`src/rtl/esm_pkg.sv`:
```
// Definitions shared by the ESM dispatch controller and the dependency core (IRT/IDT):
// the per-slot lifecycle encoding and the default buffer geometry.
package esm_pkg;

    localparam int unsigned ESM_BS      = 16;
    localparam int unsigned ESM_INSTR_W = 32;

    typedef enum logic [1:0] {
        SLOT_FREE   = 2'd0,
        SLOT_WAIT   = 2'd1,
        SLOT_QUEUED = 2'd2,
        SLOT_ISSUED = 2'd3
    } slot_state_t;

endpackage

```
`src/rtl/esm_index_fifo.sv`:
```
// Circular FIFO of slot indices with wrapping pointers and an occupancy count.
// The head entry is read combinationally. Push into a full FIFO is allowed only when it pops in the same cycle.
module esm_index_fifo
    import esm_pkg::*;
#(
    parameter int unsigned DEPTH = ESM_BS,
    parameter int unsigned W     = $clog2(DEPTH)
) (
    input  logic                     clk,
    input  logic                     rst_n,
    input  logic                     i_push,
    input  logic [W-1:0]             i_push_data,
    input  logic                     i_pop,
    output logic [W-1:0]             o_head,
    output logic [$clog2(DEPTH):0]   o_count,
    output logic                     o_empty,
    output logic                     o_full
);

    localparam int unsigned PW = $clog2(DEPTH);

    logic [W-1:0]  r_mem [DEPTH];
    logic [PW-1:0] r_wr_ptr;
    logic [PW-1:0] r_rd_ptr;
    logic [PW:0]   r_count;

    logic w_do_push;
    logic w_do_pop;

    assign o_empty   = (r_count == '0);
    assign o_full    = (r_count == (PW+1)'(DEPTH));
    assign o_count   = r_count;
    assign o_head    = r_mem[r_rd_ptr];
    assign w_do_pop  = i_pop && !o_empty;
    assign w_do_push = i_push && (!o_full || w_do_pop);

    always_ff @(posedge clk) begin
        if (w_do_push) begin
            r_mem[r_wr_ptr] <= i_push_data;
        end
    end

    always_ff @(posedge clk or negedge rst_n) begin
        if (!rst_n) begin
            r_wr_ptr <= '0;
            r_rd_ptr <= '0;
            r_count  <= '0;
        end else begin
            if (w_do_push) begin
                r_wr_ptr <= r_wr_ptr + PW'(1);
            end
            if (w_do_pop) begin
                r_rd_ptr <= r_rd_ptr + PW'(1);
            end
            case ({w_do_push, w_do_pop})
                2'b10:   r_count <= r_count + (PW+1)'(1);
                2'b01:   r_count <= r_count - (PW+1)'(1);
                default: r_count <= r_count;
            endcase
        end
    end

endmodule

```
`src/rtl/esm_dispatch_ctrl.sv`:
```
// Instruction buffer owner for the ESM core: allocates slots, stores words,
// queues dependency-free slots for issue and frees slots on completion.
module esm_dispatch_ctrl
    import esm_pkg::*;
#(
    parameter int unsigned Instr_word_size = ESM_INSTR_W,
    parameter int unsigned bs              = ESM_BS
) (
    input  logic                       clk,
    input  logic                       rst,
    input  logic                       in_valid,
    output logic                       in_ready,
    input  logic [Instr_word_size-1:0] instr_in,
    output logic [$clog2(bs)-1:0]      alloc_index,
    input  logic                       rdy_valid,
    input  logic [$clog2(bs)-1:0]      rdy_index,
    output logic                       issue_valid,
    input  logic                       issue_ready,
    output logic [Instr_word_size-1:0] issue_instr,
    output logic [$clog2(bs)-1:0]      issue_index,
    input  logic                       done_valid,
    input  logic [$clog2(bs)-1:0]      done_index,
    output logic [$clog2(bs):0]        free_count,
    output logic                       full,
    output logic                       empty,
    output logic                       err
);

    localparam int unsigned bs_bits = $clog2(bs);

    slot_state_t                r_state [bs];
    slot_state_t                w_state_nxt [bs];
    logic [Instr_word_size-1:0] r_mem [bs];
    logic [bs_bits:0]           r_free_count;
    logic                       r_err;

    logic [bs_bits-1:0] w_alloc_idx;
    logic               w_found;
    logic               w_alloc;
    logic               w_rdy_ok;
    logic               w_rdy_bad;
    logic               w_done_ok;
    logic               w_done_bad;
    logic               w_pop;
    logic               w_fifo_empty;
    logic               w_fifo_full;
    logic [bs_bits-1:0] w_head;
    logic [bs_bits:0]   w_fifo_count;

    // Lowest-numbered FREE slot; a slot freed this cycle is only seen next cycle.
    always_comb begin
        w_alloc_idx = '0;
        w_found     = 1'b0;
        for (int unsigned i = 0; i < bs; i++) begin
            if (!w_found && r_state[i] == SLOT_FREE) begin
                w_found     = 1'b1;
                w_alloc_idx = bs_bits'(i);
            end
        end
    end

    assign alloc_index = w_alloc_idx;
    assign free_count  = r_free_count;
    assign full        = (r_free_count == '0);
    assign empty       = (r_free_count == (bs_bits+1)'(bs));
    assign in_ready    = !full;
    assign err         = r_err;

    assign w_alloc    = in_valid && in_ready;
    assign w_rdy_ok   = rdy_valid && (r_state[rdy_index] == SLOT_WAIT);
    assign w_rdy_bad  = rdy_valid && (r_state[rdy_index] != SLOT_WAIT);
    assign w_done_ok  = done_valid && (r_state[done_index] == SLOT_ISSUED);
    assign w_done_bad = done_valid && (r_state[done_index] != SLOT_ISSUED);

    assign issue_valid = !w_fifo_empty;
    assign w_pop       = issue_valid && issue_ready;
    assign issue_index = issue_valid ? w_head : '0;
    assign issue_instr = issue_valid ? r_mem[w_head] : '0;

    esm_index_fifo #(
        .DEPTH (bs),
        .W     (bs_bits)
    ) u_ready_fifo (
        .clk         (clk),
        .rst_n       (rst),
        .i_push      (w_rdy_ok),
        .i_push_data (rdy_index),
        .i_pop       (w_pop),
        .o_head      (w_head),
        .o_count     (w_fifo_count),
        .o_empty     (w_fifo_empty),
        .o_full      (w_fifo_full)
    );

    // Each transition starts from a different state, so all four can land in one cycle on distinct slots.
    always_comb begin
        for (int unsigned i = 0; i < bs; i++) begin
            w_state_nxt[i] = r_state[i];
        end
        if (w_alloc) begin
            w_state_nxt[w_alloc_idx] = SLOT_WAIT;
        end
        if (w_rdy_ok) begin
            w_state_nxt[rdy_index] = SLOT_QUEUED;
        end
        if (w_pop) begin
            w_state_nxt[w_head] = SLOT_ISSUED;
        end
        if (w_done_ok) begin
            w_state_nxt[done_index] = SLOT_FREE;
        end
    end

    always_ff @(posedge clk or negedge rst) begin
        if (!rst) begin
            for (int unsigned i = 0; i < bs; i++) begin
                r_state[i] <= SLOT_FREE;
            end
        end else begin
            for (int unsigned i = 0; i < bs; i++) begin
                r_state[i] <= w_state_nxt[i];
            end
        end
    end

    always_ff @(posedge clk) begin
        if (w_alloc) begin
            r_mem[w_alloc_idx] <= instr_in;
        end
    end

    always_ff @(posedge clk or negedge rst) begin
        if (!rst) begin
            r_free_count <= (bs_bits+1)'(bs);
            r_err        <= 1'b0;
        end else begin
            case ({w_alloc, w_done_ok})
                2'b10:   r_free_count <= r_free_count - (bs_bits+1)'(1);
                2'b01:   r_free_count <= r_free_count + (bs_bits+1)'(1);
                default: r_free_count <= r_free_count;
            endcase
            if (w_rdy_bad || w_done_bad) begin
                r_err <= 1'b1;
            end
        end
    end

endmodule
```
`config.mk`:
```
export PLATFORM = sky130hd
export DESIGN_NAME = esm_dispatch_ctrl
export DESIGN_NICKNAME = d
export VERILOG_FILES = /design/src/rtl/esm_pkg.sv /design/src/rtl/esm_index_fifo.sv /design/src/rtl/esm_dispatch_ctrl.sv
export SDC_FILE = /design/constraint.sdc
export NUM_CORES = 1
export LEC_CHECK = 0
export BUFFER_PORTS_ARGS = -buffer_cell sky130_fd_sc_hd__buf_4
export CORE_MARGIN = 3
export CORE_UTILIZATION = 30
export DETAILED_ROUTE_END_ITERATION = 16
export PLACE_DENSITY = 0.56
export SLEW_MARGIN = 20
export SYNTH_ARGS = -nofsm -noshare
export SYNTH_HDL_FRONTEND = slang
export SYNTH_HIERARCHICAL = 1
export SYNTH_SLANG_ARGS = --single-unit
```
`constraint.sdc`:
```
create_clock -name clk -period 11.45 [get_ports clk]
set_input_delay 2.29 -clock clk [delete_from_list [all_inputs] [get_ports clk]]
set_output_delay 2.29 -clock clk [all_outputs]
set_load 0.02 [all_outputs]
```
* After elaboration in Yosys (flattened, before gate mapping) *
Memories as Yosys holds them, arrays and structs flattened.
Cells that the tools add are included.

storage, ports and cells
  register bits after elaboration = 51
  bits in latches = 0
  memory bits (writable) = 576
  bits in read-only memories = 0
  input bits = 46
  output and inout bits = 50
  word-level logic and storage cells = 183
  memories kept = 2

memory list
  name                depth  width  read ports  clocked after memory_dff  write ports  line                     RTL
  r_mem               16     32     1           0                         1            esm_dispatch_ctrl.sv:33  logic [Instr_word_size-1:0] r_mem [bs];
  u_ready_fifo.r_mem  16     4      1           0                         1            esm_index_fifo.sv:22     logic [W-1:0] r_mem [DEPTH];

cells by class
  $add $sub $neg = 6
  multipliers = 0
  div/mod/pow operators = 0
  $lt $le $gt $ge = 8
  equality and inequality tests = 10
  shift-type cells = 0
  multiplexer cells = 56
  bitwise logic cells = 13
  reductions and logical operators = 67

operators by type and width
  kind                                                                          count
  32-bit 2-to-1 mux                                                             5
  4-bit 2-to-1 mux                                                              15
  16-bit AND                                                                    2
  32-bit AND                                                                    1
  2-bit demux with 4-bit select                                                 4
  2-bit logical NOT                                                             16
  16-bit NOT                                                                    2
  32-bit NOT                                                                    1
  16-bit bitwise OR                                                             2
  32-bit bitwise OR                                                             1
  1-bit logical AND                                                             27
  5-bit greater-or-equal comparator, second input constant                      4
  5-bit by 1-bit less-than comparator with 1-bit output, second input constant  4
  1-bit 2-to-1 mux                                                              20
  4-bit NOT with 5-bit output                                                   4
  5-bit case mux with 2 select lines                                            2
  1-bit logical NOT                                                             18
  2-bit binary-select mux with 4-bit select                                     2
  2-bit 2-to-1 mux                                                              8
  5-bit by 1-bit adder with 5-bit output, second input constant                 2
  5-bit equality test, second input constant                                    2
  5-bit logical NOT                                                             2
  5-bit by 1-bit subtractor with 5-bit output, second input constant            2
  4-bit by 1-bit adder with 4-bit output, second input constant                 2
  other kinds (6)                                                               12

* Logic depth before layout (Yosys ltp) *
Gate-level depths: netlist (run 1).

  depth after elaboration = 61
  gate-level depth with buffers = 17
  mapped depth without buffers = 13

* Cells and area by module *
Netlist (run 1), hierarchy kept.

by module, submodules not included
  module             times used  cells an instance  area an instance (um^2)  sequential area each (um^2)
  esm_dispatch_ctrl  1           1113               22415.2                  16326.9
  esm_index_fifo     1           214                3393.3                   2247.2

* Worst setup path before layout (run 1) *
OpenSTA, ideal clock, no wires.

  kind = in2reg
  from = in in_valid
  to = mem r_mem[8][0] (netlist bit) (enable)
  setup time = 0.505 ns
  arrival = 5.849 ns
  required time = 10.945 ns
  slack = 5.096 ns
  stages = 3
  path buffers = 0
  cell sequence = o21a_1 > nand3_1 > nor4_1

on the way
  word-level cells in the longest chain between the ends = 3

ends and longest elaborated chain
  element                                 line                      RTL
  start: declaration                      esm_dispatch_ctrl.sv:11   input logic in_valid,
  1-bit logical AND                       esm_dispatch_ctrl.sv:69   assign w_alloc = in_valid && in_ready;
  1-bit 2-to-1 mux                        esm_dispatch_ctrl.sv:127  if (w_alloc) begin
  1-bit 2-to-1 mux (implied by the code)  esm_dispatch_ctrl.sv:128  r_mem[w_alloc_idx] <= instr_in;
  end: declaration                        esm_dispatch_ctrl.sv:33

No other way between the ends.

* Worst setup path in the final report (run 1) *
  from = reg u_ready_fifo.r_rd_ptr[1]
  to = out issue_instr[0]

on the way
  word-level cells in the longest chain between the ends = 3

ends and longest elaborated chain
  element                   line                     RTL
  start: declaration        esm_index_fifo.sv:24     logic [PW-1:0] r_rd_ptr;
  start signal: assignment  esm_index_fifo.sv:53     r_rd_ptr <= r_rd_ptr + PW'(1);
  memory read 16 x 4 bit    n/a
  via w_head[1]             esm_dispatch_ctrl.sv:47  logic [bs_bits-1:0] w_head;
  memory read 16 x 32 bit   n/a
  32-bit 2-to-1 mux         esm_dispatch_ctrl.sv:78  assign issue_instr = issue_valid ? r_mem[w_head] : '0;
  end: declaration          esm_dispatch_ctrl.sv:19  output logic [Instr_word_size-1:0] issue_instr,

The timed path passes the listed nets, and every way through them passes these cells.

==> impl_summary.md, run 1 <==
Outcome
The run finished with clean final reports.

STA
Setup violations remaining at the end of the flow were counted as 0. The minimum clock period is between 7 and 8 ns. The max-slew violation total from the final report is 0. Setup repair after global routing left no endpoint under its margin. For this run, the top clock speed supported by timing is around 0.13 GHz.

The worst setup skew after layout is 0.0563 ns. For the final routed database, the setup TNS stands at 0 ns. At the pin with the least slew margin, the transition time is 1.15 ns. The final count of hold timing violations is 0. In the finished design, the share of the clock period the worst path needs comes to 0.655. Measured against its own limit, the worst slew margin works out to 0.235.

Layout
In the final layout, the share of cells above drive strength 1 is 0.285. In the final layout, the multi-input gates occupy 0.00702 mm2. For this run, the share of the core covered by cells in the final layout is 0.357. The area occupied by registers is 0.0186 mm2.

At the end of the flow, the number of nets in the layout was 1515. The most frequent standard cell in the layout excluding fill and tap cells is sky130_fd_sc_hd__edfxtp_1. Counting the fill cells in the layout gives 7864. The library cells used most frequently in the layout, excluding fill and tap cells, are sky130_fd_sc_hd__edfxtp_1, sky130_fd_sc_hd__mux4_2, sky130_fd_sc_hd__buf_4, sky130_fd_sc_hd__clkbuf_16, sky130_fd_sc_hd__nor2_1.

Relative to the synthesized area, the layout overhead comes to 17.0%.

Clocking
The clock insertion delay at the later pin of the skew report is 0.61 ns. After clock tree synthesis, the clock-pin slew on the worst setup and hold paths is approximately 0.06 ns. CTS built an H-tree with a depth of 3. Buffers added to address setup during post-CTS repair amount to 0.

The number of gates given a new drive strength after cts is 0. In this run, CTS created clock tree buffers numbering 70. For this design, the sink count on the clock tree is between 600 and 700.

For this design, the CTS-stage hold fixing added 0 buffers. The root buffer cell chosen for the clock tree is sky130_fd_sc_hd__clkbuf_16. Counting along the longest clock path gives a buffer depth of 3. The CTS tree is built.

GRT
The initial antenna violation count is 5. The first global-routing pass estimated 93900 um of wire. The combined global-route utilization of all metal layers is 0.141. Global routing finished with a remaining overflow of 0. The layer with the highest usage is met2. The via count of the first global-routing pass is 14.0k.

The met1 track demand over resource is 0.197. For met3 alone, demand over resource in global routing was 0.0283. For this run, global-route usage on met2 was measured as 0.224. Entering global routing, the biggest net connects 100 pins.

Detailed routing
The sum of routed wire length over all layers is roughly 64000 um. In the final routed layout, each cell accounts on average for 24.1 um. In the routed layout, each cell is associated on average with a via count of 5.11. After detailed routing, the number of remaining DRC violations is 0. The detailed router placed 13.5k vias in this run. The count of nets left with antenna violations once routing finished came out at 0.

The initial DRC count is slightly above 1k. The first TritonRoute pass finished after 5 iterations.

Run
Across the run, the number of max-cap violations was 0.

Die
The die footprint is 0.0896 mm2. The starting utilization of the core area is 0.305. The initialized floorplan defines 106 standard-cell rows. The floorplan die width is 299 um.

The area of the placeable core is around 0.084 mm2. The number of primary I/O pins is 96. The vertical die dimension is 299 um.

Synthesis
A synthesized cell averages roughly 19 um2. The net count of the mapped netlist is 1386. Synthesis produced a netlist whose cell count is 1326. The number of warnings issued by yosys is 6. The cell area after synthesis is 0.0258 mm2.

Placed design
After legalization and detailed placement, the total HPWL measured 34200 um. Input and output buffers added on the ports amount to 95. Routability-driven placement finished with a final weighted congestion of approximately 0.90.

Pwr
The sequential power share is 0.322. The worst supply voltage drop on vdd is approximately 330 uV. The internal power consumption is 0.00638 W. In this run the power spent charging and discharging nets is around 0.0037 W. The fraction of power spent switching nets is 0.369. The combinational power share is 0.470.

The leakage power is 9.60 nW. The overall power of the completed layout is 0.0101 W. The total power density per cell area is 335 mW/mm2.

Of the total power, the clock network draws 0.208.

Critical path
STA classifies the critical path startpoint as a flop. The arrival time at the worst endpoint is around 5.2 ns. In this run the worst path has a maximum fanout of 73. The endpoint class of the critical path is a primary output.

The type of the worst setup path is reg2out. For the worst setup path, the data required time is 9.16 ns. For flop-to-flop paths, the worst setup slack is roughly 7 ns.

Min path
The path class of the tightest hold or removal check is reg2reg.
worst paths after layout:
| kind | startpoint | end | depth (start not counted) |
|---|---|---|---|
| setup / recovery | u_ready_fifo/r_rd_ptr[1] | issue_instr[0] | 8 |
| max in group asynchronous | rst | r_state[1] | 1 |
| setup reg to reg | u_ready_fifo/r_rd_ptr[1] | r_state[24] | 9 |
| min in group asynchronous | rst | u_ready_fifo/o_count[3] | 1 |
| hold / removal | err | err | 1 |
| hold reg to reg | err | err | 1 |
through the flow:
step | instances | hold WS, ns | worst slack, ns | area, um2
after floorplan | 1326 | 0.493 | 5.10 | 25800
after global placement | 2517 | 0.477 | 4.63 | 28000
after detailed placement | 2517 | 0.477 | 4.57 | 28000
after CTS | 2641 | 0.502 | 3.89 | 30200
after global routing | 2641 | 0.505 | 3.70 | 30200
final | 2643 | 0.495 | 3.95 | 30200
power groups by stage:
stage	sequential [W]	combinational [W]	clock [W]
3_5_place_dp	0.00330	0.00485	0
6_report	0.00326	0.00475	0.00211
2_1_floorplan	0.00324	0.00317	0
4_1_cts	0.00326	0.00486	0.00217
5_1_grt	0.00330	0.00511	0.00225
3_3_place_gp	0.00328	0.00482	0
flip-flops by register name, indices dropped and copies added (netlist names):
signal                 count
u_ready_fifo/r_wr_ptr      4
u_ready_fifo/r_mem        64
err                        1
u_ready_fifo/r_rd_ptr      4
r_mem                    512
r_state                   32
u_ready_fifo/o_count       5
free_count                 5
worst max-delay path, stage by stage, from the launching register on:
cell,delay (ns)
sky130_fd_sc_hd__dfrtp_1,0.87
sky130_fd_sc_hd__mux4_2,0.34
sky130_fd_sc_hd__a22oi_1,0.16
sky130_fd_sc_hd__nand2_4,0.75
sky130_fd_sc_hd__buf_4,0.97
sky130_fd_sc_hd__mux4_2,0.42
sky130_fd_sc_hd__mux4_2,0.46
sky130_fd_sc_hd__and2_1,0.27
sky130_fd_sc_hd__buf_4,0.20
final cells by class:
type                       instances  area share
sequential                       627       0.615
multi-input combinational        612       0.232
clock buffer                      85      0.0599
tap                             1134      0.0470
timing repair buffer             121      0.0305
clock inverter                    39      0.0118
inverter                          23     0.00286
antenna                            2    0.000166
layer usage:
metal / vias to the layer above / share of wire
li1: 5747 / -
met3: 115 / 0.057
met1: 7203 / 0.44
met5: - / 0.00074
met2: 440 / 0.48
met4: 6 / 0.024
Note: power is estimated with default switching activity, not from simulation.
==> run 2, diff against run 1 <==
Settings changed: ABC_AREA set to 1, PLACE_DENSITY 0.56 to 0.57.
Clock period 11.45 ns to 6.56 ns, I/O delays scaled along.
==> run 2 against run 1 <==
  * Final cell count rose by 22%
  * Combinational power rose by 71%
  * Critical path depth rose by 7
  * Sequential cell count did not move
  * Largest cell class unchanged
==> impl_summary.md, run 2 <==
Clocking
The clock-pin slew of the registers on the worst-case setup and hold paths is 0.05 ns (about the same). The number of hold-repair buffers added at the cts stage came to 0 (unchanged). The total number of clock tree sinks is 627 (unchanged). The CTS tree is built.

The root cell of the clock tree is sky130_fd_sc_hd__clkbuf_16. The buffers inserted during post-CTS setup optimization is 0 (unchanged). The maximum level of the CTS H-tree is 3 (unchanged). The clock insertion delay at the later pin of the skew report is 0.62 ns (about the same). The number of gates given a new drive strength after cts is 0 (unchanged). The maximum buffer depth of the clock tree is 3 (unchanged). The clock buffer count from CTS was 70 (unchanged).

Layout
The flip-flop count of the largest register, all copies and words added is 512 (unchanged). The final-layout fill cell count is 8030 (+2.1%). The multi-input combinational cell area is 0.00610 mm2 (-13%).

Leaving out fill and tap cells, the most frequent cell in the layout is sky130_fd_sc_hd__edfxtp_1. r_mem holds more flip-flops than any other register. Compared with the post-synthesis result, the final layout area differs by 17.9%. The area occupied by registers came to 0.0186 mm2 (unchanged). The largest registers in the layout are r_mem x512, u_ready_fifo/r_mem x64, r_state x32. The library cells used most frequently in the layout, excluding fill and tap cells, are sky130_fd_sc_hd__edfxtp_1, sky130_fd_sc_hd__nand2_1, sky130_fd_sc_hd__nand3_1, sky130_fd_sc_hd__nor2_1. The fraction of layout cells with a size suffix above 1 is 0.146 (-0.139). The number of nets in the final layout is 2100 (+39%).

STA
The final count of hold timing violations was 0 (unchanged). Setup repair after global routing left no endpoint under its margin. The portion of the clock cycle consumed by the worst path in the final layout is 0.928. The achievable clock frequency is 0.164 GHz. The slew at the pin closest to its max-slew limit was 1.01 ns (-0.141 ns). The setup TNS was 0 ns (unchanged). The max-slew headroom at the worst pin came to 0.328 (+0.0932). The setup violation total in the final timing report is 0 (unchanged). The worst setup skew after layout is 0.0162 ns (-0.0402 ns). The max-slew violation total from the final report came to 0 (unchanged).

The minimum clock period is 6.09 ns. The smallest hold slack is 0.514 ns (+0.0189 ns).

Outcome
The flow ran to the end, and the final reports show no timing, DRC or antenna violations.

Run
The reported max-cap violation count is 0 (unchanged).

Pwr
The worst supply voltage drop on vdd came to 649 uV (+96%). The total power density per cell area was 567 mW/mm2 (+69%). The leakage power is 9.96 nW (+3.7%). The power spent charging and discharging nets is 0.00741 W (+98%). The clock network fraction of design power is 0.224 (+0.016). The internal power consumption was 0.00957 W (+50%).

The fraction of power spent switching nets is 0.436 (+0.0668). The combinational power share is 0.478 (+0.008). The overall power of the completed layout came to 0.0170 W (+68%). The sequential power share is 0.297 (-0.025).

Die
The vertical die dimension was 297 um (-0.80%). The starting utilization of the core area came to 0.303 (-0.00209). The floorplan die width was 297 um (-0.80%). The number of primary I/O pins is 96 (unchanged). The area of the placeable core is 0.0837 mm2 (-0.94%). The total number of placement rows came to 106 (unchanged). The die footprint is 0.0881 mm2 (-1.6%).

Detailed routing
The detailed-route via count is 16.8k (+24%). The remaining design rule violation count is 0 (unchanged). The initial DRC count is 1804 (+75%). The via density per instance came to 5.21 (+2.0%).

The number of detailed-routing iterations run before antenna repair is 5 (unchanged). The sum of routed wire length over all layers is 73100 um (+15%). The average wire length per cell after detail routing is 22.7 um (-5.9%). The remaining antenna violation count after routing came to 0 (unchanged).

GRT
The via count of the first global-routing pass is 16.7k (+20%). The initial antenna violation count came to 4 (-1). The maximum number of pins on one net before global-route repair is 89 (-11%). The combined global-route utilization of all metal layers is 0.162 (+0.0212). The wire length of the first global-routing pass was 108000 um (+15%). The residual overflow from global routing was 0 (unchanged).

Synthesis
The number of warnings issued by yosys was 6 (unchanged). The number of instances in the synthesized netlist was 1924 (+45%). The mean instance size in the synthesized netlist is 13.2 um2 (-32%).

The net count of the mapped netlist is 1984 (+43%). The cell area after synthesis was 0.0254 mm2 (-1.6%).

Placed design
The final RePlAce weighted congestion is 0.885 (-1.5%). The half-perimeter wire length after placement is 40600 um (+19%). The count of port buffers added during placement came to 95 (unchanged).

Min path
The min-delay analysis places its worst path in the category reg2reg. The worst hold path begins at err.

Critical path
The most critical setup path has its startpoint at u_ready_fifo/r_rd_ptr[1]. The depth of the most critical reg-to-reg path came to 18 (+9). The type of the worst setup path is reg2out. The arrival time at the worst endpoint was 4.78 ns (-0.43 ns).

The capture point of the worst path is issue_instr[31]. The worst setup slack for register-to-register paths is 2.74 ns (-4.09 ns). STA classifies the critical path endpoint as a primary output. The launch point of the worst reg-to-reg path is u_ready_fifo/o_count[1].

The critical path required time is 5.25 ns (-3.91 ns). The kind of start point of the critical path is a flop. The capturing point of the worst reg2reg path is u_ready_fifo/o_count[4]. The critical-path maximum fanout is 48 (-34%).
## run 2: through the flow
stage | setup WS, ns | std cells | area (um2) | utilization
after floorplan | 1.39 | 1924 | 25400 | -
after global placement | 1.17 | 3102 | 27700 | 0.331
after detailed placement | 1.18 | 3102 | 27700 | 0.331
after CTS | 0.508 | 3226 | 29900 | 0.358
after global routing | 0.166 | 3226 | 29900 | 0.358
final | 0.471 | 3227 | 29900 | 0.358
## run 2: layout make-up
type	instances	area share
clock inverters	41	0.0126
well taps	1134	0.0474
flip-flops and latches	627	0.620
clock buffers	83	0.0623
repair buffers	141	0.0379
multi-input cells	1076	0.204
diodes	1	0.0000836
inverters	124	0.0156
## run 2: worst min path at each step
stage / to / slack (ns) / depth (start not counted)
floorplan: r_state[27] / 0.46 / 2
global placement: r_state[27] / 0.49 / 2
detailed placement: r_state[27] / 0.50 / 2
CTS: r_state[29] / 0.53 / 2
global route: free_count[4] / 0.56 / 1
finish: err / 0.51 / 2
## run 2: metal layers
| layer | share of wire | wire length, um | GRT usage | up-vias |
|---|---|---|---|---|
| met5 | 0.00063 | 46 | 0 | - |
| met2 | 0.48 | 34900 | 0.266 | 686 |
| met4 | 0.029 | 2160 | 0.0509 | 6 |
| li1 | - | - | - | 7486 |
| met3 | 0.068 | 4960 | 0.0287 | 145 |
| met1 | 0.42 | 31000 | 0.218 | 8496 |
## run 2: worst max-delay path, cell delays in order, from the launching register on
cell                       delay (ns)
sky130_fd_sc_hd__dfrtp_1         0.87
sky130_fd_sc_hd__inv_1           0.32
sky130_fd_sc_hd__nor2_1          0.17
sky130_fd_sc_hd__o21ai_0         0.09
sky130_fd_sc_hd__o211ai_1        0.10
sky130_fd_sc_hd__nand3_1         0.17
sky130_fd_sc_hd__nand2_4         0.51
sky130_fd_sc_hd__inv_1           0.22
sky130_fd_sc_hd__nor2_4          0.16
sky130_fd_sc_hd__buf_12          0.18
sky130_fd_sc_hd__buf_12          0.26
sky130_fd_sc_hd__a22oi_1         0.13
sky130_fd_sc_hd__a31oi_1         0.18
sky130_fd_sc_hd__nor4_1          0.07
sky130_fd_sc_hd__nor2_1          0.37
sky130_fd_sc_hd__buf_4           0.23
## run 2: power by group through the flow
stage | registers, W | logic [W] | clock network (W)
final | 0.00505 | 0.00812 | 0.00381
after global routing | 0.00509 | 0.00876 | 0.00405
after CTS | 0.00504 | 0.00820 | 0.00389
after detailed placement | 0.00512 | 0.00818 | 0
after global placement | 0.00510 | 0.00811 | 0
after floorplan | 0.00506 | 0.00475 | 0
